**src/rtl/sysbus_pkg.sv**
```systemverilog
// Shared system-bus definitions for the line client: tag layout,
// beat count and the client state encoding.
package sysbus_pkg;

   localparam logic SYSBUS_READ  = 1'b0;
   localparam logic SYSBUS_WRITE = 1'b1;

   localparam int BEATS       = 8;
   localparam int BEAT_IDX_W  = 3;
   localparam int TAG_DIR_BIT = 12;
   localparam int TAG_ID_MSB  = 11;
   localparam int TAG_ID_LSB  = 0;
   localparam int LINE_OFS_W  = 6;

   typedef enum logic [2:0] {
      ST_IDLE,
      ST_ADDR,
      ST_WBEAT,
      ST_RBEAT,
      ST_FIN
   } state_e;

   function automatic logic [BEATS-1:0] beat_onehot(
      input logic [BEAT_IDX_W-1:0] idx
   );
      return BEATS'(1) << idx;
   endfunction

endpackage

```
**src/rtl/line_assembler.sv**
```systemverilog
// Read-line assembly: beat storage, per-beat captured mask and
// completion detect that already includes the beat being written.
module line_assembler
   import sysbus_pkg::*;
#(
   parameter int BEAT_W = 64,
   parameter int LINE_W = 512
) (
   input  logic                  clk,
   input  logic                  rst_n,
   input  logic                  clr_i,
   input  logic                  wr_i,
   input  logic [BEAT_IDX_W-1:0] idx_i,
   input  logic [BEAT_W-1:0]     data_i,
   output logic [LINE_W-1:0]     rdata_o,
   output logic                  seen_o,
   output logic                  full_o
);

   logic [BEATS-1:0]  mask_q, mask_d;
   logic [LINE_W-1:0] rdata_q;

   always_comb begin
      mask_d = mask_q;
      if (clr_i) begin
         mask_d = '0;
      end else if (wr_i) begin
         mask_d = mask_q | beat_onehot(idx_i);
      end
   end

   assign seen_o  = mask_q[idx_i];
   // Looks ahead so the FSM can leave on the cycle of the last capture
   assign full_o  = &mask_d;
   assign rdata_o = rdata_q;

   always_ff @(posedge clk or negedge rst_n) begin
      if (!rst_n) begin
         mask_q  <= '0;
         rdata_q <= '0;
      end else begin
         mask_q <= mask_d;
         if (wr_i) begin
            rdata_q[int'(idx_i)*BEAT_W +: BEAT_W] <= data_i;
         end
      end
   end

endmodule

```
**src/rtl/mem_line_client.sv**
```systemverilog
// Single-line bus client: issues an address beat, then either streams
// eight write beats or collects eight read beats in any order.
module mem_line_client
   import sysbus_pkg::*;
#(
   parameter int                  BUS_DATA_WIDTH = 64,
   parameter int                  BUS_TAG_WIDTH  = 13,
   parameter int                  LINE_WIDTH     = 512,
   parameter logic [TAG_ID_MSB:0] TAG_ID         = 12'h000
) (
   input  logic                      clk,
   input  logic                      reset,
   input  logic                      start,
   input  logic                      we,
   input  logic [BUS_DATA_WIDTH-1:0] addr,
   input  logic [LINE_WIDTH-1:0]     wdata,
   output logic                      idle,
   output logic                      done,
   output logic [LINE_WIDTH-1:0]     rdata,
   output logic                      err,
   output logic                      reqcyc,
   input  logic                      reqack,
   output logic [BUS_DATA_WIDTH-1:0] req,
   output logic [BUS_TAG_WIDTH-1:0]  reqtag,
   input  logic                      respcyc,
   output logic                      respack,
   input  logic [BUS_DATA_WIDTH-1:0] resp,
   input  logic [8:0]                ptr
);

   localparam logic [BUS_DATA_WIDTH-1:0] ALIGN_MASK =
      ~BUS_DATA_WIDTH'((1 << LINE_OFS_W) - 1);

   state_e                    state_q, state_d;
   logic                      we_q, we_d;
   logic [BUS_DATA_WIDTH-1:0] addr_q, addr_d;
   logic [LINE_WIDTH-1:0]     wdata_q, wdata_d;
   logic [BEAT_IDX_W-1:0]     cnt_q, cnt_d;
   logic                      err_q, err_d;

   logic                      clr;
   logic                      cap;
   logic                      seen;
   logic                      full;
   logic                      ptr_ok;
   logic [BUS_TAG_WIDTH-1:0]  tag_w;

   assign ptr_ok = (ptr[8:BEAT_IDX_W] == '0);
   assign err    = err_q;

   always_comb begin
      tag_w = '0;
      tag_w[TAG_DIR_BIT] = we_q;
      tag_w[TAG_ID_MSB:TAG_ID_LSB] = TAG_ID;
   end

   always_comb begin
      state_d = state_q;
      we_d    = we_q;
      addr_d  = addr_q;
      wdata_d = wdata_q;
      cnt_d   = cnt_q;
      err_d   = err_q;
      clr     = 1'b0;
      cap     = 1'b0;
      idle    = 1'b0;
      done    = 1'b0;
      reqcyc  = 1'b0;
      req     = '0;
      reqtag  = '0;
      respack = 1'b0;

      unique case (state_q)
         ST_IDLE: begin
            idle = 1'b1;
            if (start) begin
               we_d    = we;
               addr_d  = addr & ALIGN_MASK;
               wdata_d = wdata;
               cnt_d   = '0;
               err_d   = 1'b0;
               clr     = 1'b1;
               state_d = ST_ADDR;
            end
         end
         ST_ADDR: begin
            reqcyc = 1'b1;
            req    = addr_q;
            reqtag = tag_w;
            if (reqack) begin
               state_d = (we_q == SYSBUS_WRITE) ? ST_WBEAT : ST_RBEAT;
            end
         end
         ST_WBEAT: begin
            reqcyc = 1'b1;
            req    = wdata_q[int'(cnt_q)*BUS_DATA_WIDTH +: BUS_DATA_WIDTH];
            reqtag = tag_w;
            if (reqack) begin
               if (cnt_q == BEAT_IDX_W'(BEATS - 1)) begin
                  state_d = ST_FIN;
               end else begin
                  cnt_d = cnt_q + 1'b1;
               end
            end
         end
         ST_RBEAT: begin
            if (respcyc) begin
               if (!ptr_ok) begin
                  respack = 1'b1;
                  err_d   = 1'b1;
               end else if (!seen) begin
                  respack = 1'b1;
                  cap     = 1'b1;
               end
            end
            if (full) begin
               state_d = ST_FIN;
            end
         end
         ST_FIN: begin
            done    = 1'b1;
            state_d = ST_IDLE;
         end
         default: begin
            state_d = ST_IDLE;
         end
      endcase
   end

   always_ff @(posedge clk or negedge reset) begin
      if (!reset) begin
         state_q <= ST_IDLE;
         we_q    <= SYSBUS_READ;
         addr_q  <= '0;
         wdata_q <= '0;
         cnt_q   <= '0;
         err_q   <= 1'b0;
      end else begin
         state_q <= state_d;
         we_q    <= we_d;
         addr_q  <= addr_d;
         wdata_q <= wdata_d;
         cnt_q   <= cnt_d;
         err_q   <= err_d;
      end
   end

   line_assembler #(
      .BEAT_W (BUS_DATA_WIDTH),
      .LINE_W (LINE_WIDTH)
   ) u_asm (
      .clk     (clk),
      .rst_n   (reset),
      .clr_i   (clr),
      .wr_i    (cap),
      .idx_i   (ptr[BEAT_IDX_W-1:0]),
      .data_i  (resp),
      .rdata_o (rdata),
      .seen_o  (seen),
      .full_o  (full)
   );

endmodule

```
**config.mk**
```make
export PLATFORM = sky130hd
export DESIGN_NAME = mem_line_client
export DESIGN_NICKNAME = d
export VERILOG_FILES = /design/src/rtl/sysbus_pkg.sv /design/src/rtl/line_assembler.sv /design/src/rtl/mem_line_client.sv
export SDC_FILE = /design/constraint.sdc
export NUM_CORES = 1
export LEC_CHECK = 0
export ABC_AREA = 0
export BUFFER_PORTS_ARGS = -buffer_cell sky130_fd_sc_hd__buf_2
export CELL_PAD_IN_SITES_DETAIL_PLACEMENT = 2
export CELL_PAD_IN_SITES_GLOBAL_PLACEMENT = 2
export CORE_AREA = 2 2 492 494
export DETAILED_ROUTE_END_ITERATION = 8
export DIE_AREA = 0 0 494 496
export MAX_ROUTING_LAYER = met4
export PLACE_DENSITY_LB_ADDON = 0.1
export SYNTH_ARGS = -nofsm -noshare
export SYNTH_HDL_FRONTEND = slang
export SYNTH_SLANG_ARGS = --single-unit
```
**constraint.sdc**
```tcl
create_clock -name clk -period 2.8 [get_ports clk]
set_input_delay 0.84 -clock clk [delete_from_list [all_inputs] [get_ports clk]]
set_output_delay 0.84 -clock clk [all_outputs]
set_load 0.01 [all_outputs]
```
==> results of run 1 <==
-- cell usage in the layout, fill, tap and decap left out, types with 4 or more instances in the layout --
| cell type | instances |
|---|---|
| buf_2 | 1209 |
| clkinv_2 | 16 |
| mux4_2 | 129 |
| buf_12 | 107 |
| diode_2 | 67 |
| o21ai_0 | 311 |
| mux2_4 | 60 |
| mux2i_1 | 49 |
| clkbuf_8 | 34 |
| mux2i_2 | 10 |
| mux2i_4 | 9 |
| o21ai_1 | 14 |
| nor4_1 | 4 |
| o21ai_2 | 20 |
| buf_8 | 6 |
| a22o_1 | 4 |
| nor3_4 | 4 |
| mux2_2 | 154 |
| nand2_1 | 2188 |
| clkbuf_16 | 147 |
| a21oi_1 | 4 |
| nor2_1 | 19 |
| ha_1 | 8 |
| clkbuf_1 | 48 |
| buf_4 | 162 |
| nand2b_1 | 9 |
| buf_6 | 28 |
| conb_1 | 12 |
| inv_1 | 4 |
| mux2_1 | 10 |
| a31oi_1 | 7 |
| clkinv_16 | 4 |
| dfrtp_1 | 1094 |
-- worst paths after layout --
| kind | startpoint | end | cells past startpoint |
|---|---|---|---|
| max | cnt_q[0]$_DFFE_PN0P_ | req[43] | 8 |
| min | wdata[349] | wdata_q[349]$_DFFE_PN0P_ | 3 |
| max reg2reg | cnt_q[0]$_DFFE_PN0P_ | cnt_q[0]$_DFFE_PN0P_ | 11 |
| min reg2reg | wdata_q[407]$_DFFE_PN0P_ | wdata_q[407]$_DFFE_PN0P_ | 2 |
| max in group asynchronous | reset | u_asm.rdata_o[353]$_DFFE_PN0P_ | 4 |
| min in group asynchronous | reset | wdata_q[223]$_DFFE_PN0P_ | 2 |
-- timing repair --
action | CTS | global route
endpoints found under the hold margin | 11 | 0
hold buffers | 1 | 0
setup buffers | 34 | 7
pin swaps | 12 | 16
gates resized for setup | 142 | 45
cloned | 4 | 0
endpoints found under the setup margin | 69 | 69
-- critical path, cell delays in order, from the launching register on --
cell and delay (ps):
dfrtp_4 500, buf_12 150, buf_12 150, buf_12 130, buf_12 130, mux4_2 470
mux2i_2 200, o21ai_1 80, buf_2 160
-- state kept, by name, summed over array words and instances (netlist names) --
register and flops:
cnt_q 3, u_asm.rdata_o 512, state_q 3, addr_q 58, we_q 1, u_asm.mask_q 8, wdata_q 512, err 1
-- per-stage QoR --
stage / power [mW] / cell area (µm²)
after CTS: 61.6 / 63400
after detailed placement: 40.2 / 57800
after floorplan: 31.5 / 45800
after global routing: 64.4 / 63700
after global placement: 39.8 / 57800
final: 60.4 / 63700
-- logic make-up (layout without fill, tap and decap cells) --
| kind of cell | Yosys count | count (layout) |
|---|---|---|
| simple gates | 2257 | 2257 |
| fa+ha+maj | 8 | 8 |
| compound gates | 369 | 369 |
| flops | 1098 | 1098 |
| other cells | 1 | 79 |
| mux | 421 | 421 |
| buf+inv | 299 | 1780 |
-- per-layer routing --
layer  wire length [µm]  track usage, %
met5                  0               -
met4               5890            4.82
met3              14500            5.30
met2             108000            30.1
met1             102000            24.1
-- power by group --
part | internal, mW | switching, mW | leakage, nW
registers | 19.9 | 2.36 | 14.4
clock network | 10.9 | 7.80 | 2.32
logic | 8.96 | 10.5 | 16.6
total | 39.8 | 20.6 | 33.4
-- area by class of cell --
type                            instances  area share [%]
Inverter                                4          0.0236
Clock buffer                          229            6.79
Antenna cell                           67           0.263
Clock inverter                         30           0.640
Timing Repair Buffer                 1517            15.6
Tap cell                             3185            6.25
Sequential cell                      1098            43.1
Multi-Input combinational cell       3067            27.3
==> reports/results.tsv, run 1 <==
stage	metric	value	unit
floorplanning	initial_core_util	19.1	%
job	drv_cap	0	
power	p_leak	33.4	nW
sta	max_freq	0.275	GHz
synthesis	synth-compound-area-share	4.15	%
critical_path	end_kind	output pin	
clock_tree	clkLatencyLatePin	810	ps
clock_tree	cts_max_level	4	
grt	antenna_found_initial	151	
clock_tree	clk_pin_slew	60	ps
synthesis	ys_warn_count	0	
placement	place_hpwl	176000	µm
cells_and_area	regArea	27500	µm²
cells_and_area	multi_input_area	17400	µm²
synthesis	synth_area_per_cell	10.3	µm²
drt	first_pass_iters	5	
sta	rsz0062_at_grt	true	
drt	totalWireLength	230000	µm
synthesis	ys.flop_type	dfrtp_1	
critical_path	path_max_fanout	6	
sta	layout_worst_path_cycle_share	130	%
floorplanning	rows	180	
run_status	outcome	complete, but fails checks	
clock_tree	cts.path.max_buffers	3	
grt	grt_pass1_vias	41700	
synthesis	netlist.area_leader.share	60.1	%
floorplanning	die_h	496	µm
synthesis	yosysMostFrequentCell	nand2_1	
clock_tree	cts-root-buf	clkbuf_16	
clock_tree	clock_sinks	1098	
drt	drt_iter0_markers	1766	
synthesis	async_flop_share	100	%
drt	num_vias	38200	
cells_and_area	fin_util	26.6	%
cells_and_area	nets	6495	
sta	fin_ws	-833	ps
synthesis	synthTopCellsByCount	nand2_1 (2190), dfrtp_1 (1098), o21ai_0 (348)	
sta	finalHoldViolCount	0	
grt	grt-ovfl-total	0	
grt	grt_max_degree	120	
power	vdd_drop_max	512	µV
floorplanning	ios	1249	
cells_and_area	areaGrowthSynthToFinish	39.3	%
synthesis	synth_edf_count	0	
placement	port_buffers	1230	
sta	min_period	3630	ps
sta	fin_tns_setup	-46430	ps
critical_path	required	1960	ps
cells_and_area	fillers	26700	
synthesis	netlist_instances	4453	
power	p_per_area	948	nW/µm²
worst_hold_path	hp-class	in2reg	
synthesis	synth_seq_area_share	60.1	%
critical_path	cp_data_arrival_time	2790	ps
critical_path	ff2ff_setup_slack	160	ps
synthesis	synth.area.top_cells	dfrtp_1 (60%), nand2_1 (18%), mux4_2 (6.4%)	
synthesis	yosys.area_share.simple	18.9	%
cells_and_area	stdcell_count	9197	
synthesis	synthAdderAreaFrac	0.219	%
floorplanning	core_region_area	240000	µm²
synthesis	yosys.area.top_type	dfrtp_1	
drt	avgRoutedWirePerCell	25.0	µm
placement	gp_congestion	0.793	
drt	antenna_left	0	
critical_path	worst_setup_path_start_kind	flip-flop	
critical_path	worstSetupPathType	reg2out	
sta	setup_viol	66	
sta	tightest_slew	647	ps
sta	timing.hold.ws	218	ps
synthesis	synthDistinctLibCells	42	
drt	drc_errors	0	
floorplanning	die_width	494	µm
sta	skew	40.6	ps
placement	dp_cells	8831	
synthesis	syn-cell-area	45800	µm²
synthesis	synth_top_family_by_area	simple AND/OR/NAND/NOR gates	
placement	dp_slack	-408	ps
sta	maxSlewHeadroom	56.8	%
synthesis	ys_seq_elements	1098	
sta	final_max_slew_viol_count	0	
cells_and_area	layout-drive-gt1-share	36.0	%
synthesis	synth-xor-area-share	0	%
grt	grtUsageTotal	19.1	%
synthesis	synth_mux_area_share	13.8	%
drt	via_per_inst	4.16	
floorplanning	die_area	245000	µm²
clock_tree	numCtsBuffers	144	
grt	grt_pass1_wl	325000	µm
run_status	violations	setup timing	
clock_tree	cts_tree	done	
Power figures use the tool's default switching activity.
==> run 2: changes to the inputs <==
--- a/config.mk
+++ b/config.mk
@@ -13,7 +13,7 @@
 export DETAILED_ROUTE_END_ITERATION = 8
 export DIE_AREA = 0 0 494 496
 export MAX_ROUTING_LAYER = met4
-export PLACE_DENSITY_LB_ADDON = 0.1
+export PLACE_DENSITY_LB_ADDON = 0.15
 export SYNTH_ARGS = -nofsm -noshare
 export SYNTH_HDL_FRONTEND = slang
 export SYNTH_SLANG_ARGS = --single-unit
==> run 2 against run 1 <==
The flow still finishes with violations (setup timing). Critical path depth shrank 1. Clock power is 3% higher. Combinational power down 2%. Cell count increased by 1.3%. Worst setup slack better by 41 ps. Die area did not move. Clock skew fell by 16 ps. Sequential share of layout area fell by 0.44 points. Flip-flop and latch count unchanged. Largest power group unchanged. Highest routed layer unchanged.
==> reports/results.tsv, run 2 (synthesis gave the netlist of run 1 again) <==
stage	metric	value	unit	change
clock_tree	cts.path.max_buffers	3		unchanged
grt	grt-ovfl-total	0		unchanged
clock_tree	cts-root-buf	clkbuf_16		unchanged
placement	place_hpwl	177000	µm	was 176000 µm
power	p_per_area	940	nW/µm²	was 948 nW/µm²
drt	totalWireLength	229000	µm	was 230000 µm
sta	layout_worst_path_cycle_share	128	%	was 130%
drt	via_per_inst	4.12		was 4.16
critical_path	end_kind	output pin		unchanged
sta	final_max_slew_viol_count	0		unchanged
cells_and_area	final_common_cell	nand2_1		unchanged
floorplanning	die_width	494	µm	unchanged
drt	num_vias	38300		was 38200
critical_path	endpoint	req[63]		was req[43]
floorplanning	die_area	245000	µm²	unchanged
sta	maxSlewHeadroom	59.2	%	was 56.8%
grt	use_met1	22.3	%	was 24.1%
clock_tree	clock_sinks	1098		unchanged
sta	max_freq	0.278	GHz	was 0.275 GHz
cells_and_area	nets	6565		was 6495
clock_tree	cts_max_level	4		unchanged
drt	antenna_left	0		unchanged
clock_tree	cts_tree	done		unchanged
worst_hold_path	holdPathStages	3		unchanged
critical_path	r2r-start	u_asm.mask_q[3]$_DFF_PN0_		was cnt_q[0]$_DFFE_PN0P_
placement	dp_cells	8905		was 8831
run_status	violations	setup timing		unchanged
grt	antenna_found_initial	172		was 151
floorplanning	core_region_area	240000	µm²	unchanged
drt	drc_errors	0		unchanged
power	vdd_drop_max	446	µV	was 512 µV
job	drv_cap	0		unchanged
drt	avgRoutedWirePerCell	24.6	µm	was 25.0 µm
clock_tree	numCtsBuffers	145		was 144
floorplanning	ios	1249		unchanged
floorplanning	die_h	496	µm	unchanged
critical_path	rr_worst_depth	8		was 11
placement	gp_congestion	0.807		was 0.793
run_status	outcome	complete, but fails checks		unchanged
drt	drt_iter0_markers	1613		was 1766
cells_and_area	areaGrowthSynthToFinish	40.8	%	was 39.3%
sta	min_period	3590	ps	was 3630 ps
critical_path	ff2ff_setup_slack	320	ps	was 160 ps
sta	tightest_slew	613	ps	was 647 ps
critical_path	worstSetupPathType	reg2out		unchanged
placement	postPlaceCellArea	58400	µm²	was 57800 µm²
grt	grtUsageTotal	18.9	%	was 19.1%
grt	grt_max_degree	100		was 120
cells_and_area	stdcell_count	9313		was 9197
critical_path	critPathLaunch	cnt_q[0]$_DFFE_PN0P_		unchanged
clock_tree	clk_pin_slew	60	ps	about the same
placement	port_buffers	1230		unchanged
sta	skew	25.1	ps	was 40.6 ps
critical_path	worst_setup_path_start_kind	flip-flop		unchanged
cells_and_area	layout-drive-gt1-share	36.6	%	was 36.0%
grt	grtUsageMet3	6.43	%	was 5.30%
grt	grt_pass1_wl	322000	µm	was 325000 µm
drt	first_pass_iters	5		unchanged
floorplanning	rows	180		unchanged
sta	finalHoldViolCount	0		unchanged
sta	fin_ws	-792	ps	was -833 ps
floorplanning	initial_core_util	19.1	%	unchanged
power	p_leak	33.7	nW	was 33.4 nW
cells_and_area	layout_common_cells	nand2_1 (2188), buf_2 (1208), dfrtp_1 (1093)		was nand2_1 (2188), buf_2 (1209), dfrtp_1 (1094)
clock_tree	clkLatencyLatePin	800	ps	was 810 ps
critical_path	cp_data_arrival_time	2750	ps	was 2790 ps
sta	rsz0062_at_grt	true		unchanged
critical_path	required	1960	ps	about the same
grt	met2_usage	30.9	%	was 30.1%
critical_path	path_max_fanout	9		was 6
critical_path	r2r-end	u_asm.rdata_o[154]$_DFFE_PN0P_		was cnt_q[0]$_DFFE_PN0P_
sta	setup_viol	65		was 66
cells_and_area	final_area	64400	µm²	was 63700 µm²
grt	grt.busiest_layer	met2		unchanged
worst_hold_path	hp-class	in2reg		unchanged
grt	grt_pass1_vias	42100		was 41700
## run 2: cell types whose count changed in the layout (fill, tap and decap cells not counted), moves of 6 or more
cell      before  now
buf_12       107   97
buf_4        162  238
clkbuf_1      48   36
clkbuf_8      34   41
diode_2       67  108
mux2i_1       49   59
mux2i_2       10    4
o21ai_0      311  305
o21ai_1       14   31
o21ai_2       20   11
## run 2: critical path: stages (launching register included)
cell and delay (ps):
dfrtp_4 440, buf_12 160, buf_8 180, mux4_2 560
mux2i_1 150, buf_4 160, o21ai_0 130, buf_2 180
## run 2: stage by stage
step | setup WS (ps) | util [%] | TNS, ps | total power, mW | hold slack, ps
2_1_floorplan | 1.69 | - | 0 | 31.5 | 440
3_3_place_gp | -323 | 24.4 | -75360 | 40.0 | 452
3_5_place_dp | -344 | 24.4 | -83380 | 40.4 | 459
4_1_cts | -924 | 26.6 | -55230 | 61.4 | 132
5_1_grt | -970 | 26.9 | -56890 | 64.6 | 162
6_report | -792 | 26.9 | -45420 | 60.6 | 225
## run 2: what timing repair did
item                                    in CTS  in global routing
endpoints found under the hold margin       14                  0
endpoints found under the setup margin      69                 69
pin swaps                                    3                 17
buffers inserted                            10                 20
resized for setup                           68                 83
cloned                                       5                  3
hold buffers                                 1                  0
## run 2: worst min-delay path by stage
stage | from | endpoint | slack, ps
2_1_floorplan | wdata_q[128]$_DFFE_PN0P_ | wdata_q[128]$_DFFE_PN0P_ | 440
3_5_place_dp | wdata_q[406]$_DFFE_PN0P_ | wdata_q[406]$_DFFE_PN0P_ | 460
5_1_grt | wdata[218] | wdata_q[218]$_DFFE_PN0P_ | 160
3_3_place_gp | wdata_q[237]$_DFFE_PN0P_ | wdata_q[237]$_DFFE_PN0P_ | 450
4_1_cts | wdata[155] | wdata_q[155]$_DFFE_PN0P_ | 130
6_report | wdata[235] | wdata_q[235]$_DFFE_PN0P_ | 220
## run 2: cell type report
class / instances / area, µm²
tap: 3185 / 3990
fill: 26900 / 175000
clock buffer: 225 / 4400
clock inverter: 40 / 548
inverter: 4 / 15.0
antenna: 108 / 270
timing repair buffer: 1586 / 10400
sequential: 1098 / 27500
multi-input combinational: 3067 / 17300
## run 2: metal layers
| metal | share of wire, % | vias to the layer above |
|---|---|---|
| li1 | - | 17500 |
| met1 | 42 | 19300 |
| met2 | 48 | 1149 |
| met3 | 7.6 | 331 |
| met4 | 2.4 | 0 |
| met5 | 0 | - |
## run 2: power by group
part | total, mW | leakage [nW] | internal [mW] | switching, mW
clock | 19.3 | 2.43 | 11.4 | 7.89
sequential | 22.3 | 14.4 | 19.9 | 2.35
combinational | 19.0 | 16.8 | 8.69 | 10.3
==> run 3: changes to the inputs <==
--- a/config.mk
+++ b/config.mk
@@ -14,6 +14,7 @@
 export DIE_AREA = 0 0 494 496
 export MAX_ROUTING_LAYER = met4
 export PLACE_DENSITY_LB_ADDON = 0.15
+export RECOVER_POWER = 100
 export SYNTH_ARGS = -nofsm -noshare
 export SYNTH_HDL_FRONTEND = slang
 export SYNTH_SLANG_ARGS = --single-unit
==> run 3 against run 2 <==
The flow still finishes with violations (setup timing). Clock power is essentially flat. Cell count is essentially flat. Clock skew fell by 0.94 ps. Sequential power is essentially flat. First-iteration DRC count fell by 0.87%. Final area decreased by 2.0%. Maximum frequency about the same. Routed wire length is 0.30% higher. Flip-flop and latch count is the same. Register-to-register slack worse by 420 ps. Die area is the same. Global-route usage unchanged. Critical path type unchanged. Highest routed layer unchanged.
==> reports/results.tsv, run 3 (synthesis gave the netlist of run 1 again) <==
stage	metric	value	unit	change
clock_tree	clk_pin_slew	60	ps	about the same
clock_tree	clkLatencyLatePin	800	ps	about the same
grt	grt_pass1_vias	42100		unchanged
critical_path	required	1960	ps	about the same
sta	skew	24.2	ps	was 25.1 ps
grt	grt_max_degree	100		unchanged
clock_tree	cts_max_level	4		unchanged
placement	dp_slack	-344	ps	unchanged
placement	dp_cells	8905		unchanged
grt	grt-ovfl-total	0		unchanged
drt	via_per_inst	4.12		about the same
cells_and_area	final_common_cell	nand2_1		unchanged
critical_path	r2r-start	state_q[1]$_DFFE_PN0P_		was u_asm.mask_q[3]$_DFF_PN0_
sta	finalHoldViolCount	0		unchanged
drt	drt_iter0_markers	1599		was 1613
critical_path	end_kind	output pin		unchanged
sta	fin_tns_setup	-46340	ps	was -45420 ps
run_status	violations	setup timing		unchanged
drt	drc_errors	0		unchanged
floorplanning	die_width	494	µm	unchanged
critical_path	worst_setup_path_start_kind	flip-flop		unchanged
sta	rsz0062_at_grt	true		unchanged
run_status	outcome	complete, but fails checks		unchanged
clock_tree	cts_tree	done		unchanged
floorplanning	ios	1249		unchanged
cells_and_area	layout-drive-gt1-share	27.5	%	was 36.6%
clock_tree	numCtsBuffers	145		unchanged
placement	place_hpwl	177000	µm	unchanged
power	vdd_drop_max	444	µV	was 446 µV
sta	setup_viol	87		was 65
drt	antenna_left	0		unchanged
drt	avgRoutedWirePerCell	24.7	µm	was 24.6 µm
sta	final_max_slew_viol_count	0		unchanged
cells_and_area	layout_common_cells	nand2_1 (2188), dfrtp_1 (1093), buf_2 (698)		was nand2_1 (2188), buf_2 (1208), dfrtp_1 (1093)
power	finalPower	60.4	mW	was 60.6 mW
job	drv_cap	0		unchanged
worst_hold_path	hp-class	in2reg		unchanged
critical_path	worstSetupPathType	reg2out		unchanged
clock_tree	clock_sinks	1098		unchanged
sta	max_freq	0.279	GHz	was 0.278 GHz
floorplanning	die_area	245000	µm²	unchanged
grt	grtUsageTotal	18.9	%	unchanged
floorplanning	core_region_area	240000	µm²	unchanged
drt	totalWireLength	230000	µm	was 229000 µm
power	p_per_area	957	nW/µm²	was 940 nW/µm²
clock_tree	cts.path.max_buffers	3		unchanged
power	p_leak	31.1	nW	was 33.7 nW
placement	gp_congestion	0.807		unchanged
critical_path	path_max_fanout	7		was 9
worst_hold_path	hold_start	wdata[218]		was wdata[235]
critical_path	critPathLaunch	cnt_q[0]$_DFFE_PN0P_		unchanged
sta	fin_ws	-791	ps	was -792 ps
cells_and_area	stdcell_count	9312		was 9313
placement	port_buffers	1230		unchanged
drt	first_pass_iters	5		unchanged
sta	tightest_slew	1140	ps	was 613 ps
cells_and_area	areaGrowthSynthToFinish	38.0	%	was 40.8%
floorplanning	rows	180		unchanged
grt	grt_pass1_wl	322000	µm	unchanged
critical_path	cp_data_arrival_time	2750	ps	about the same
floorplanning	initial_core_util	19.1	%	unchanged
sta	layout_worst_path_cycle_share	128	%	about the same
grt	antenna_found_initial	173		was 172
sta	min_period	3590	ps	about the same
cells_and_area	fillers	27200		was 26900
sta	maxSlewHeadroom	23.9	%	was 59.2%
cells_and_area	nets	6565		unchanged
drt	num_vias	38300		about the same
cells_and_area	fin_util	26.3	%	was 26.9%
clock_tree	cts-root-buf	clkbuf_16		unchanged
floorplanning	die_h	496	µm	unchanged
run 3: changes by cell type in the layout (fill, tap and decap cells not counted), sizes merged:
cell / delta
buf: -599
diode: -1
clkbuf: +598
clkdlybuf4s25: +1
run 3: layout make-up:
type / instances / area [µm²] / share of cell area (%)
Clock buffer: 225 / 4400 / 6.98
Inverter: 4 / 15.0 / 0.0238
Timing Repair Buffer: 1586 / 9200 / 14.6
Sequential cell: 1098 / 27500 / 43.6
Antenna cell: 107 / 268 / 0.424
Tap cell: 3185 / 3990 / 6.31
Clock inverter: 40 / 548 / 0.868
Multi-Input combinational cell: 3067 / 17200 / 27.3
run 3: layer usage:
| metal | track usage (%) | vias to the layer above | share of wire, % |
|---|---|---|---|
| met1 | 22.3 | 19400 | 42 |
| li1 | - | 17500 | - |
| met2 | 30.9 | 1134 | 48 |
| met3 | 6.43 | 334 | 7.6 |
| met5 | - | - | 0 |
| met4 | 4.35 | 0 | 2.4 |
run 3: stage by stage:
step / instance area, µm² / hold WS, ps
global route: 63100 / 162
global placement: 58400 / 452
finish: 63100 / 230
floorplan: 45800 / 440
detailed placement: 58400 / 459
CTS: 63800 / 132
run 3: where the power goes:
part           internal (mW)  total, mW  switching, mW
logic                   8.56       18.8           10.3
registers               19.9       22.2           2.34
clock network           11.4       19.3           7.90
total                   39.9       60.4           20.5
run 3: critical path, cell delays in order, from the launching register on:
cell and delay [ps]:
dfrtp_4 500, buf_12 170, buf_12 150, buf_4 130, mux4_2 510, mux2i_1 180, o21ai_1 150, buf_2 180
run 3: timing repair:
action                                 4_1_cts  5_1_grt
setup endpoints to repair                   69       69
endpoints found under the hold margin       14        0
cloned                                       5        3
hold buffers                                 1        0
pin swaps                                    3       17
buffers inserted                            10       20
resized for setup                           68       83
run 3: worst paths after layout:
path | slack, ps | endpoint | cells past startpoint
setup / recovery | -790 | req[57] | 7
hold / removal | 230 | wdata_q[218]$_DFFE_PN0P_ | 3
setup reg to reg | -100 | wdata_q[15]$_DFFE_PN0P_ | 9
hold reg to reg | 470 | wdata_q[384]$_DFFE_PN0P_ | 2
max in group asynchronous | 10 | u_asm.rdata_o[157]$_DFFE_PN0P_ | 5
min in group asynchronous | 790 | addr_q[25]$_DFFE_PN0P_ | 2
